### src/rtl/oam_dma_ctrl.sv
// Sprite DMA controller: a CPU write to DMA_REG_ADDR halts the CPU and copies one
// page into the OAM data port as alternating read/write bus cycles.
module oam_dma_ctrl #(
    parameter logic [15:0] DMA_REG_ADDR  = 16'h4014,
    parameter logic [15:0] OAM_DATA_ADDR = 16'h2004,
    parameter int          XFER_LEN      = 256
) (
    input  logic        clk_ph1,
    input  logic        rst,
    input  logic [15:0] cpu_addr,
    input  logic [7:0]  cpu_dout,
    input  logic        cpu_rw,
    input  logic [7:0]  mem_din,
    output logic        cpu_rdy,
    output logic [15:0] bus_addr,
    output logic [7:0]  bus_dout,
    output logic        bus_rw,
    output logic        dma_busy
);

    localparam logic [7:0] LAST_IDX = 8'(XFER_LEN - 1);

    typedef enum logic [2:0] {
        IDLE  = 3'd0,
        HALT  = 3'd1,
        ALIGN = 3'd2,
        READ  = 3'd3,
        WRITE = 3'd4
    } state_t;

    state_t     state, state_n;
    logic [7:0] idx;
    logic [7:0] page;
    logic [7:0] data_q;
    logic       cyc_odd;
    logic       trigger;
    logic       last;

    assign trigger = (state == IDLE) && !cpu_rw && (cpu_addr == DMA_REG_ADDR);
    assign last    = (idx == LAST_IDX);

    always_ff @(posedge clk_ph1) begin
        if (!rst) begin
            state   <= IDLE;
            idx     <= 8'd0;
            page    <= 8'd0;
            data_q  <= 8'd0;
            cyc_odd <= 1'b0;
        end else begin
            state   <= state_n;
            cyc_odd <= ~cyc_odd;
            if (trigger)
                page <= cpu_dout;
            if (state == READ)
                data_q <= mem_din;
            if (state == WRITE)
                idx <= last ? 8'd0 : idx + 8'd1;
        end
    end

    // The CPU owns the bus except in READ/WRITE; the halted dummy read picks the
    // alignment so every DMA read lands on an even cycle.
    always_comb begin
        state_n  = state;
        bus_addr = cpu_addr;
        bus_dout = cpu_dout;
        bus_rw   = cpu_rw;
        case (state)
            IDLE: begin
                if (trigger)
                    state_n = HALT;
            end
            HALT: begin
                if (cpu_rw)
                    state_n = cyc_odd ? READ : ALIGN;
            end
            ALIGN: state_n = READ;
            READ: begin
                bus_addr = {page, idx};
                bus_rw   = 1'b1;
                bus_dout = 8'd0;
                state_n  = WRITE;
            end
            WRITE: begin
                bus_addr = OAM_DATA_ADDR;
                bus_rw   = 1'b0;
                bus_dout = data_q;
                state_n  = last ? IDLE : READ;
            end
            default: state_n = IDLE;
        endcase
    end

    assign cpu_rdy  = (state == IDLE);
    assign dma_busy = (state != IDLE);

endmodule
### config.mk
export PLATFORM = sky130hd
export DESIGN_NAME = oam_dma_ctrl
export DESIGN_NICKNAME = d
export VERILOG_FILES = /design/src/rtl/oam_dma_ctrl.sv
export SDC_FILE = /design/constraint.sdc
export NUM_CORES = 1
export LEC_CHECK = 0
export ABC_AREA = 1
export CAP_MARGIN = 20
export CORE_MARGIN = 2
export CORE_UTILIZATION = 36
export CTS_CLUSTER_DIAMETER = 80
export DETAILED_ROUTE_END_ITERATION = 8
export GPL_ROUTABILITY_DRIVEN = 0
export GPL_TIMING_DRIVEN = 1
export PLACE_DENSITY = 0.72
export SYNTH_ARGS = -nofsm -noshare
export SYNTH_HDL_FRONTEND = slang
export SYNTH_SLANG_ARGS = --single-unit
### constraint.sdc
create_clock -name clk_ph1 -period 1.3 [get_ports clk_ph1]
set_input_delay 0.195 -clock clk_ph1 [delete_from_list [all_inputs] [get_ports clk_ph1]]
set_output_delay 0.195 -clock clk_ph1 [all_outputs]
set_load 0.01 [all_outputs]
[Yosys cells after proc, flatten, opt, wreduce, memory -nomap -nowiden]
Index checks and enable logic that the tools add are counted.
Widths: inputs -> output; s select.
Word-level totals
  register bits after elaboration: 28
  bits of input ports: 35
  output and inout port bits: 27
Cells by class
  bitwise operators: 1
  mux-type cells: 9
  reduce and logical (&&, ||, !) cells: 6
  add/sub/neg operators: 1
  eq/ne operators: 8
Operators by type and width (count)
  $pmux 16 s2: 1
  $eq 16x15->1 const B: 1
  $pmux 8 s2: 1
  $pmux 3 s5: 1
  $add 8x1->8 const B: 1
  $eq 8x8->1 const B: 1
  $mux 8: 1
  $eq 3x2->1 const B: 2
  $mux 3: 2
  $ne 2x2->1 const B: 2
  $eq 3x1->1 const B: 1
  $eq 3x3->1 const B: 1
  $logic_not 3->1: 1
  $reduce_bool 3->1: 1
  $logic_and 1x1->1: 2
  $mux 2: 1
  $pmux 1 s2: 1
  $reduce_and 2->1: 1
  $logic_not 1->1: 1
  $mux 1: 1
  $not 1->1: 1

[Logic depth before layout (Yosys ltp)]
Gate-level depths: netlist (run 1).
  depth in word-level cells: 5
  depth in mapped cells: 9
  depth with buffers taken out: 8

[Least setup slack after synthesis (run 1)]
OpenSTA, ideal clock, no wires.
  path type: reg2out
  from: register state[1]
  to: output port bus_addr[13]
  data arrival time: 1107 ps
  slack: -2 ps
  cell stages (with the launch flop): 6
  path through: dfxtp_1 nand2_1 nor2_2 inv_2 buf_2 o211ai_1
Between the ends
  cells in the longest elaborated chain, start to end: 2
  elaborated cells between the ends (all ways): 3
  classes of those cells: 2 x eq/ne; 1 x mux
RTL lines
  from (decl): RTL line 31  | state_t state, state_n;
  from (signal assigned): RTL line 50  | state <= state_n;
  $eq 3x3->1 or $eq 3x2->1 (tied branches): RTL line 68  | case (state)
  $pmux 16 s2 *: RTL line 68
  to (decl): RTL line 15  | output logic [15:0] bus_addr,
Mark *: on every way between the ends. The rest lies on a longest branch, timed or not.

[Final worst setup path (run 1)]
  from: register state[1]
  to: output port bus_addr[11]
The elaborated chain is that of the path after synthesis.

==> impl_summary.md, run 1 <==
Worst hold path
In this run the worst hold path is classified as in -> reg. Along the worst hold path, the cell count comes to 4.

GRT
The first global-routing pass estimated 8100 um of wire. The sum of overflow across all layers after global routing is 0. In the global route stage, overall resource usage came out at 0.197. The initial antenna violation count is 0. The largest net degree at the start of global routing is 21. The via count of the first global-routing pass is 1742.

Critical path
The slowest stage of the critical path is the dfxtp_4 cell. The endpoint arrival time on the critical path is 1510 ps. The classification of the worst setup path is reg -> out.

The first element of the critical path is state[1]$_SDFFE_PN0P_. The depth of the worst register-to-register path is 10. The largest single stage delay on the critical path is 390 ps. The most critical setup path has its endpoint at bus_addr[11].

The setup slack of the worst register-to-register path is -130 ps. The critical path capture point type is an output port. Counting stages on the worst path, the most repeated cell is buf_6.

STA classifies the critical path startpoint as a flip-flop. Walking the worst path, the cells encountered are nand2_4, nor2_4, inv_4, buf_6, buf_6, o21ai_2, buf_2. At the worst endpoint, the required time is 1110 ps. In this run the worst path has a maximum fanout of 6. In this run the critical register-to-register path is launched from state[1]$_SDFFE_PN0P_. The worst register-to-register path ends at idx[6]$_SDFFE_PN0N_.

Floorplan
The die width is 70.9 um. The height of the die is 70.9 um. 62 I/O pins were placed. The initial cell density of the core is 0.372. The die covers 5020 um2. After floorplanning, the core was divided into 24 placement rows. In this run the standard cell core region covers 4320 um2.

Synthesis
The sequential cell area fraction in the yosys report is 0.348. After synthesis, the netlist uses 25 different library cells. The compound-gate portion of the synthesized area is 0.146. Counting flops with an async set or reset pin after synthesis yields a share of 0. In the synthesized netlist the dominant register cell turns out to be dfxtp_1. The fraction of synthesized cell area in xor and xnor cells is 0.0109.

The most numerous cell in the Yosys netlist is nand2_1. Of all cell types, the one taking the most synthesized area is dfxtp_1. In this run the mean area of a mapped cell was 6.34 um2. The count of mapped cells out of synthesis is 254. Synthesis produced a netlist with a net count of 290. The count of state elements after synthesis is 28.

By area the synthesized netlist is led by dfxtp_1 (35%), nand2_1 (12%), nor2_1 (10%). The number of warnings printed during yosys synthesis is 0. The synthesized-area fraction occupied by adder cells is 0.00777. The post-synthesis share of cell area spent on and, or, nand and nor gates is 0.368.

The share of the synthesized area in the top cell type is 0.348. The number of enable flip-flop cells after synthesis is 0. After synthesis, the largest family of logic cells by area is simple AND/OR/NAND/NOR gates. The cell area that synthesis handed to floorplanning was 1610 um2. The share of cell area taken by muxes after synthesis is 0. By count the netlist is led by nand2_1 (52), nor2_1 (43), inv_1 (31).

Finish
0 antenna diodes ended up in the layout. In the final layout, the share of cells above drive strength 1 is 0.403. The layout has 370 filler cells. The total number of nets in the final design is 394. From synthesis to final layout, the design area changed by 81.0%.

CTS
The clock-pin slew of the registers on the worst-case setup and hold paths is 100 ps. In this run the number of H-tree levels came out at 1. CTS saw 28 sinks. TritonCTS built the clock tree. The tree is rooted in a clkbuf_8. The clock latency at the later pin of the worst-skew pair is 280 ps. The number of buffers on the longest clock path is 2. The number of buffers inserted during clock tree synthesis is 3.

Power and ir drop
The analysis attributes to cell leakage a power of 1.38 nW. Dividing total power by cell area gives a power density of 587 nW/um2. Across the VDD grid, the largest voltage drop is 0.000362 V.

Status
The final reports fail on negative setup slack. The run finished, with violations left.

Routing
The DRC violation total after the first TritonRoute iteration is 69. The number of DRC violations after detailed routing is 0. After detailed routing, the average wire length per cell comes to 14.0 um.

In the routed layout, each cell is associated on average with a via count of 4.86. The count of antenna-violating nets left after detailed routing is 0. Summed over all layers, the routed wires come to 5740 um. The length of the first detailed-routing pass in iterations is 4. The via total after detailed routing is 1988.

Job
The reported max-cap violation count is 0.

Timing
The final worst-path setup slack is -410 ps. Setup repair after global routing could not meet its margin everywhere. The worst clock skew is 2.14 ps. The final count of pins violating max slew is 0. The final sum of negative setup slack is -9310 ps. The final critical delay including setup and external delays is 1710 ps.

In the finished design, the share of the clock period the worst path needs comes to 1.32. At the pin with the least slew margin, the transition time is 257 ps. The worst slew margin relative to its limit is 0.827.

The final number of hold-violating endpoints is 0. Static timing analysis puts the maximum clock frequency at 0.585 GHz. Setup violations remaining at the end of the flow were counted as 43. The final hold slack is 374 ps.

Placement
The count of input and output buffers is 61. Detailed placement ended at an HPWL of 3520 um.
## placed cells by master (no fill, tap or decap), drive strengths merged
cell type and instances:
or2 1, o22ai 2, nor2 49, clkdlybuf4s50 32, inv 35, nand2 55
o211ai 5, clkbuf 6, ha 1, xor2 2, dlymetal6s2s 2, nor3 2
o21ai 32, nand3 26, dfxtp 28, buf 74, a21oi 5
## stage by stage
| step | power [mW] | instances | area [um2] | utilization | setup WS (ps) |
|---|---|---|---|---|---|
| after floorplan | 0.967 | 254 | 1610 | - | 7.14 |
| after global placement | 1.20 | 387 | 2510 | 0.580 | -429 |
| after detailed placement | 1.20 | 387 | 2510 | 0.580 | -470 |
| after CTS | 1.70 | 404 | 2660 | 0.615 | -353 |
| after global routing | 1.78 | 409 | 2920 | 0.674 | -465 |
| final | 1.71 | 409 | 2920 | 0.674 | -410 |
## layout make-up
type                    instances  area [um2]  share of cell area
clock buffers                   4        55.1              0.0189
inverters                      35         136              0.0468
multi-input cells             180        1080               0.369
flip-flops and latches         28         574               0.197
well taps                      52        65.1              0.0223
repair buffers                110        1010               0.346
## where the power goes
group          switching, mW  internal (mW)
Sequential           0.00130          0.853
Clock                  0.281          0.272
Combinational          0.124          0.181
Total                  0.406           1.31
## routing by layer
layer | part of all wire | global-route usage
met1 | 0.43 | 0.268
met2 | 0.50 | 0.333
met3 | 0.061 | 0.0356
met4 | 0.014 | 0.0314
met5 | 0 | 0
## how the worst min path moves through the flow
stage | startpoint | to
after global routing | cpu_rw | state[1]$_SDFFE_PN0P_
after floorplan | mem_din[0] | data_q[0]$_SDFFE_PN0P_
after CTS | cyc_odd$_SDFF_PN0_ | cyc_odd$_SDFF_PN0_
after global placement | cyc_odd$_SDFF_PN0_ | cyc_odd$_SDFF_PN0_
after detailed placement | cyc_odd$_SDFF_PN0_ | cyc_odd$_SDFF_PN0_
final | cpu_rw | state[1]$_SDFFE_PN0P_
## logic make-up after synthesis
logic type,count (synthesis)
flops,28
buf+inv,46
simple gates,133
xor+xnor,2
fa+ha+maj,1
compound gates,44
## critical path, delay by kind of cell, from the launching register on
family	cells	cell delay, ps
buffers and inverters	4	480
flip-flops	1	390
AND/OR/NAND/NOR	2	230
AO/OA/AOI/OAI	1	130
## registers in the layout, summed over array words and instances (netlist names)
register	cells
state	3
data_q	8
idx	8
page	8
cyc_odd	1
## repair_timing
action,CTS,global route
gates cloned,1,2
pin swaps,8,23
setup endpoints to repair,42,45
hold buffers,0,0
gates resized for setup,141,54
setup buffers,13,5
(Power assumes the default switching activity.)
==> run 2, diff against run 1 <==
Settings changed: GPL_TIMING_DRIVEN 1 to 0, SETUP_SLACK_MARGIN set to 0.15.
==> run 2 against run 1 <==
  * Highest routed layer unchanged
  * Via count increased by 1.6%
  * The run still ends with negative setup slack left
  * Total power grew 2.7%
  * Wire length grew 7.5%
  * Die area unchanged
  * Fmax fell by 0.17%
==> impl_summary.md, run 2 (synthesized netlist as in run 1, its figures left out) <==
Routing
The length of the first detailed-routing pass in iterations was 4 (unchanged). The DRC violation total after the first TritonRoute iteration is 154 (was 69). The average vias per placed instance was 5.11 (was 4.86).

The via total after detailed routing is 2019 (was 1988). The number of DRC violations after detailed routing is 0 (unchanged). The average wire length per cell after detail routing is 15.6 um (was 14.0 um). The count of antenna-violating nets left after detailed routing is 0 (unchanged). The total wire length is 6170 um (was 5740 um).

Timing
The maximum clock frequency came to 0.584 GHz (was 0.585 GHz). The worst slew margin relative to its limit was 0.805 (was 0.827). The final worst-path setup slack is -413 ps (was -410 ps). The final setup violation count is 45 (was 43). The worst clock skew is 5.05 ps (was 2.14 ps). The transition at the pin with the smallest max-transition slack is 292 ps (was 257 ps). The final count of pins violating max slew was 0 (unchanged).

RSZ-0062 raised after global routing: yes (unchanged). The post-route clock period utilization came to 1.32 (about the same). The final number of hold-violating endpoints is 0 (unchanged).

The final critical delay including setup and external delays is 1710 ps (about the same).

Floorplan
The number of top-level pins came to 62 (unchanged). The area of the core region was 4320 um2 (unchanged). The row count was 24 (unchanged). The area of the die came to 5020 um2 (unchanged). The die width is 70.9 um (unchanged).

The initial cell density of the core is 0.372 (unchanged). The height of the die was 70.9 um (unchanged).

Critical path
The most prevalent standard cell on the critical path is nor2_4 (was buf_6). The largest fanout on the critical path is 10 (was 6). The start of the worst register-to-register path is state[1]$_SDFFE_PN0P_ (unchanged). The required time of the critical path is 1110 ps (about the same). The first element of the critical path is state[1]$_SDFFE_PN0P_ (unchanged).

The critical path launch point type is a flip-flop (unchanged). The cell with the biggest individual delay on the critical path is dfxtp_4 (unchanged). The end of the critical path is bus_dout[5] (was bus_addr[11]).

The depth of the worst register-to-register path was 10 (unchanged). The biggest cell delay along the critical path is 380 ps (was 390 ps). The critical path capture point type was an output port (unchanged). The classification of the worst setup path is reg -> out (unchanged). The worst reg2reg path endpoint is idx[3]$_SDFFE_PN0N_ (was idx[6]$_SDFFE_PN0N_). CP cell instances: nor2_4, inv_2, nor2_4, inv_4, buf_8, nand3_1, nand2_2, buf_6 (was nand2_4, nor2_4, inv_4, buf_6, buf_6, o21ai_2, buf_2). The setup slack of the worst register-to-register path is -250 ps (was -130 ps). The endpoint arrival time on the critical path was 1520 ps (was 1510 ps).

Finish
The total number of nets in the final design is 380 (was 394). The post-layout utilization of the core came to 0.685 (was 0.674). The area of all placed cells without fillers came to 2960 um2 (was 2920 um2). Commonest non-fill, non-tap cells in the layout: nor2_1 (40), clkdlybuf4s50_1 (34), inv_1 (30), nand2_2 (26), nand2_1 (26) (was nand2_1 (43), nor2_1 (39), clkdlybuf4s50_1 (32), inv_1 (30), buf_4 (29)). The final-layout fill cell count is 356 (was 370). Largest registers: data_q: 8 flops, idx: 8 flops, page: 8 flops (unchanged). The area added between synthesis and finish is 84.0% (was 81.0%). The number of antenna repair diodes was 0 (unchanged).

The most frequent standard cell in the layout excluding fill and tap cells is nor2_1 (was nand2_1). The fraction of final layout cells with drive strength greater than 1 came to 0.464 (was 0.403).

Placement
The count of input and output buffers was 61 (unchanged). The final HPWL from detailed placement is 3830 um (was 3520 um). The placed instance area is 2450 um2 (was 2510 um2).

Power and ir drop
The maximum VDD drop is 0.000430 V (was 0.000362 V). The overall power after layout is 1.76 mW (was 1.71 mW). The static power due to leakage came to 1.34 nW (was 1.38 nW). The power per cell area came to 593 nW/um2 (was 587 nW/um2).

Status
Violated checks: negative setup slack (unchanged). Run status: finished, violations left (unchanged).

CTS
The deepest level of the CTS H-tree was 1 (unchanged). The number of buffers inserted during clock tree synthesis is 3 (unchanged). The CTS root buffer is clkbuf_8 (unchanged). The clock-pin slew of the registers on the worst-case setup and hold paths was 100 ps (about the same). The number of buffers on the longest clock path was 2 (unchanged). The hold buffer count at CTS is 0 (unchanged). The count of clock tree sinks is 28 (unchanged).

The clock latency at the later pin of the worst-skew pair is 290 ps (was 280 ps). The CTS tree is yes (unchanged).

GRT
The initial antenna violation count is 0 (unchanged). The via count of the first global-routing pass is 1839 (was 1742). The global-route wire length before repair is 9180 um (was 8100 um).

The sum of overflow across all layers after global routing is 0 (unchanged). The largest net degree at the start of global routing came to 16 (was 21). The total routing usage reported by global routing is 0.233 (was 0.197).

Job
The reported max-cap violation count is 0 (unchanged).

Worst hold path
The path type of the worst min-delay path is reg -> reg (was in -> reg). The instance count along the most critical hold path is 1 (was 4).
==> run 2: changes by cell type in the layout (fill, tap and decap cells not counted), sizes merged <==
cell,before,now
clkdlybuf4s50,32,34
buf,74,62
dlymetal6s2s,2,0
clkbuf,6,4
==> run 2: stage by stage <==
step | setup TNS (ps) | hold WS, ps | instances | worst slack (ps)
2_1_floorplan | 0 | 326 | 254 | 45.2
3_3_place_gp | -18990 | 409 | 367 | -582
3_5_place_dp | -19240 | 429 | 367 | -587
4_1_cts | -8500 | 443 | 389 | -347
5_1_grt | -14880 | 464 | 395 | -465
6_report | -12100 | 435 | 395 | -413
==> run 2: worst min path at each step <==
stage	startpoint	end
CTS	cyc_odd$_SDFF_PN0_	cyc_odd$_SDFF_PN0_
global placement	cyc_odd$_SDFF_PN0_	cyc_odd$_SDFF_PN0_
floorplan	rst	idx[0]$_SDFFE_PN0N_
detailed placement	cyc_odd$_SDFF_PN0_	cyc_odd$_SDFF_PN0_
finish	cyc_odd$_SDFF_PN0_	cyc_odd$_SDFF_PN0_
global route	cyc_odd$_SDFF_PN0_	cyc_odd$_SDFF_PN0_
==> run 2: layout make-up <==
| cell class | instances | area, um2 | area share |
|---|---|---|---|
| sequential | 28 | 574 | 0.194 |
| inverter | 35 | 141 | 0.0477 |
| multi-input combinational | 180 | 1170 | 0.396 |
| clock buffer | 4 | 55.1 | 0.0186 |
| tap | 52 | 65.1 | 0.0220 |
| buffer | 11 | 149 | 0.0503 |
| timing repair buffer | 85 | 805 | 0.272 |
==> run 2: layer usage <==
layer / GRT usage / wire, um / part of all wire
met2: 0.373 / 3030 / 0.49
met4: 0.0964 / 158 / 0.026
met1: 0.321 / 2530 / 0.41
met5: 0 / 0 / 0
met3: 0.0271 / 443 / 0.072
==> run 2: repair_timing <==
item                       4_1_cts  5_1_grt
resized for setup              163       52
pin swaps                        6       16
cloned                           3        0
setup endpoints to repair       53       53
setup buffers                   15        6
==> run 2: power breakdown <==
part	leakage (nW)	internal (mW)	total [mW]	switching, mW
clock network	0.0288	0.273	0.576	0.304
logic	1.08	0.186	0.327	0.141
registers	0.229	0.853	0.854	0.00125
total	1.34	1.31	1.76	0.446
==> run 2: critical path: cells and delay by family (launching register included) <==
kind	cells	cell delay [ps]
buffers and inverters	4	410
flip-flops	1	380
AND/OR/NAND/NOR	4	430
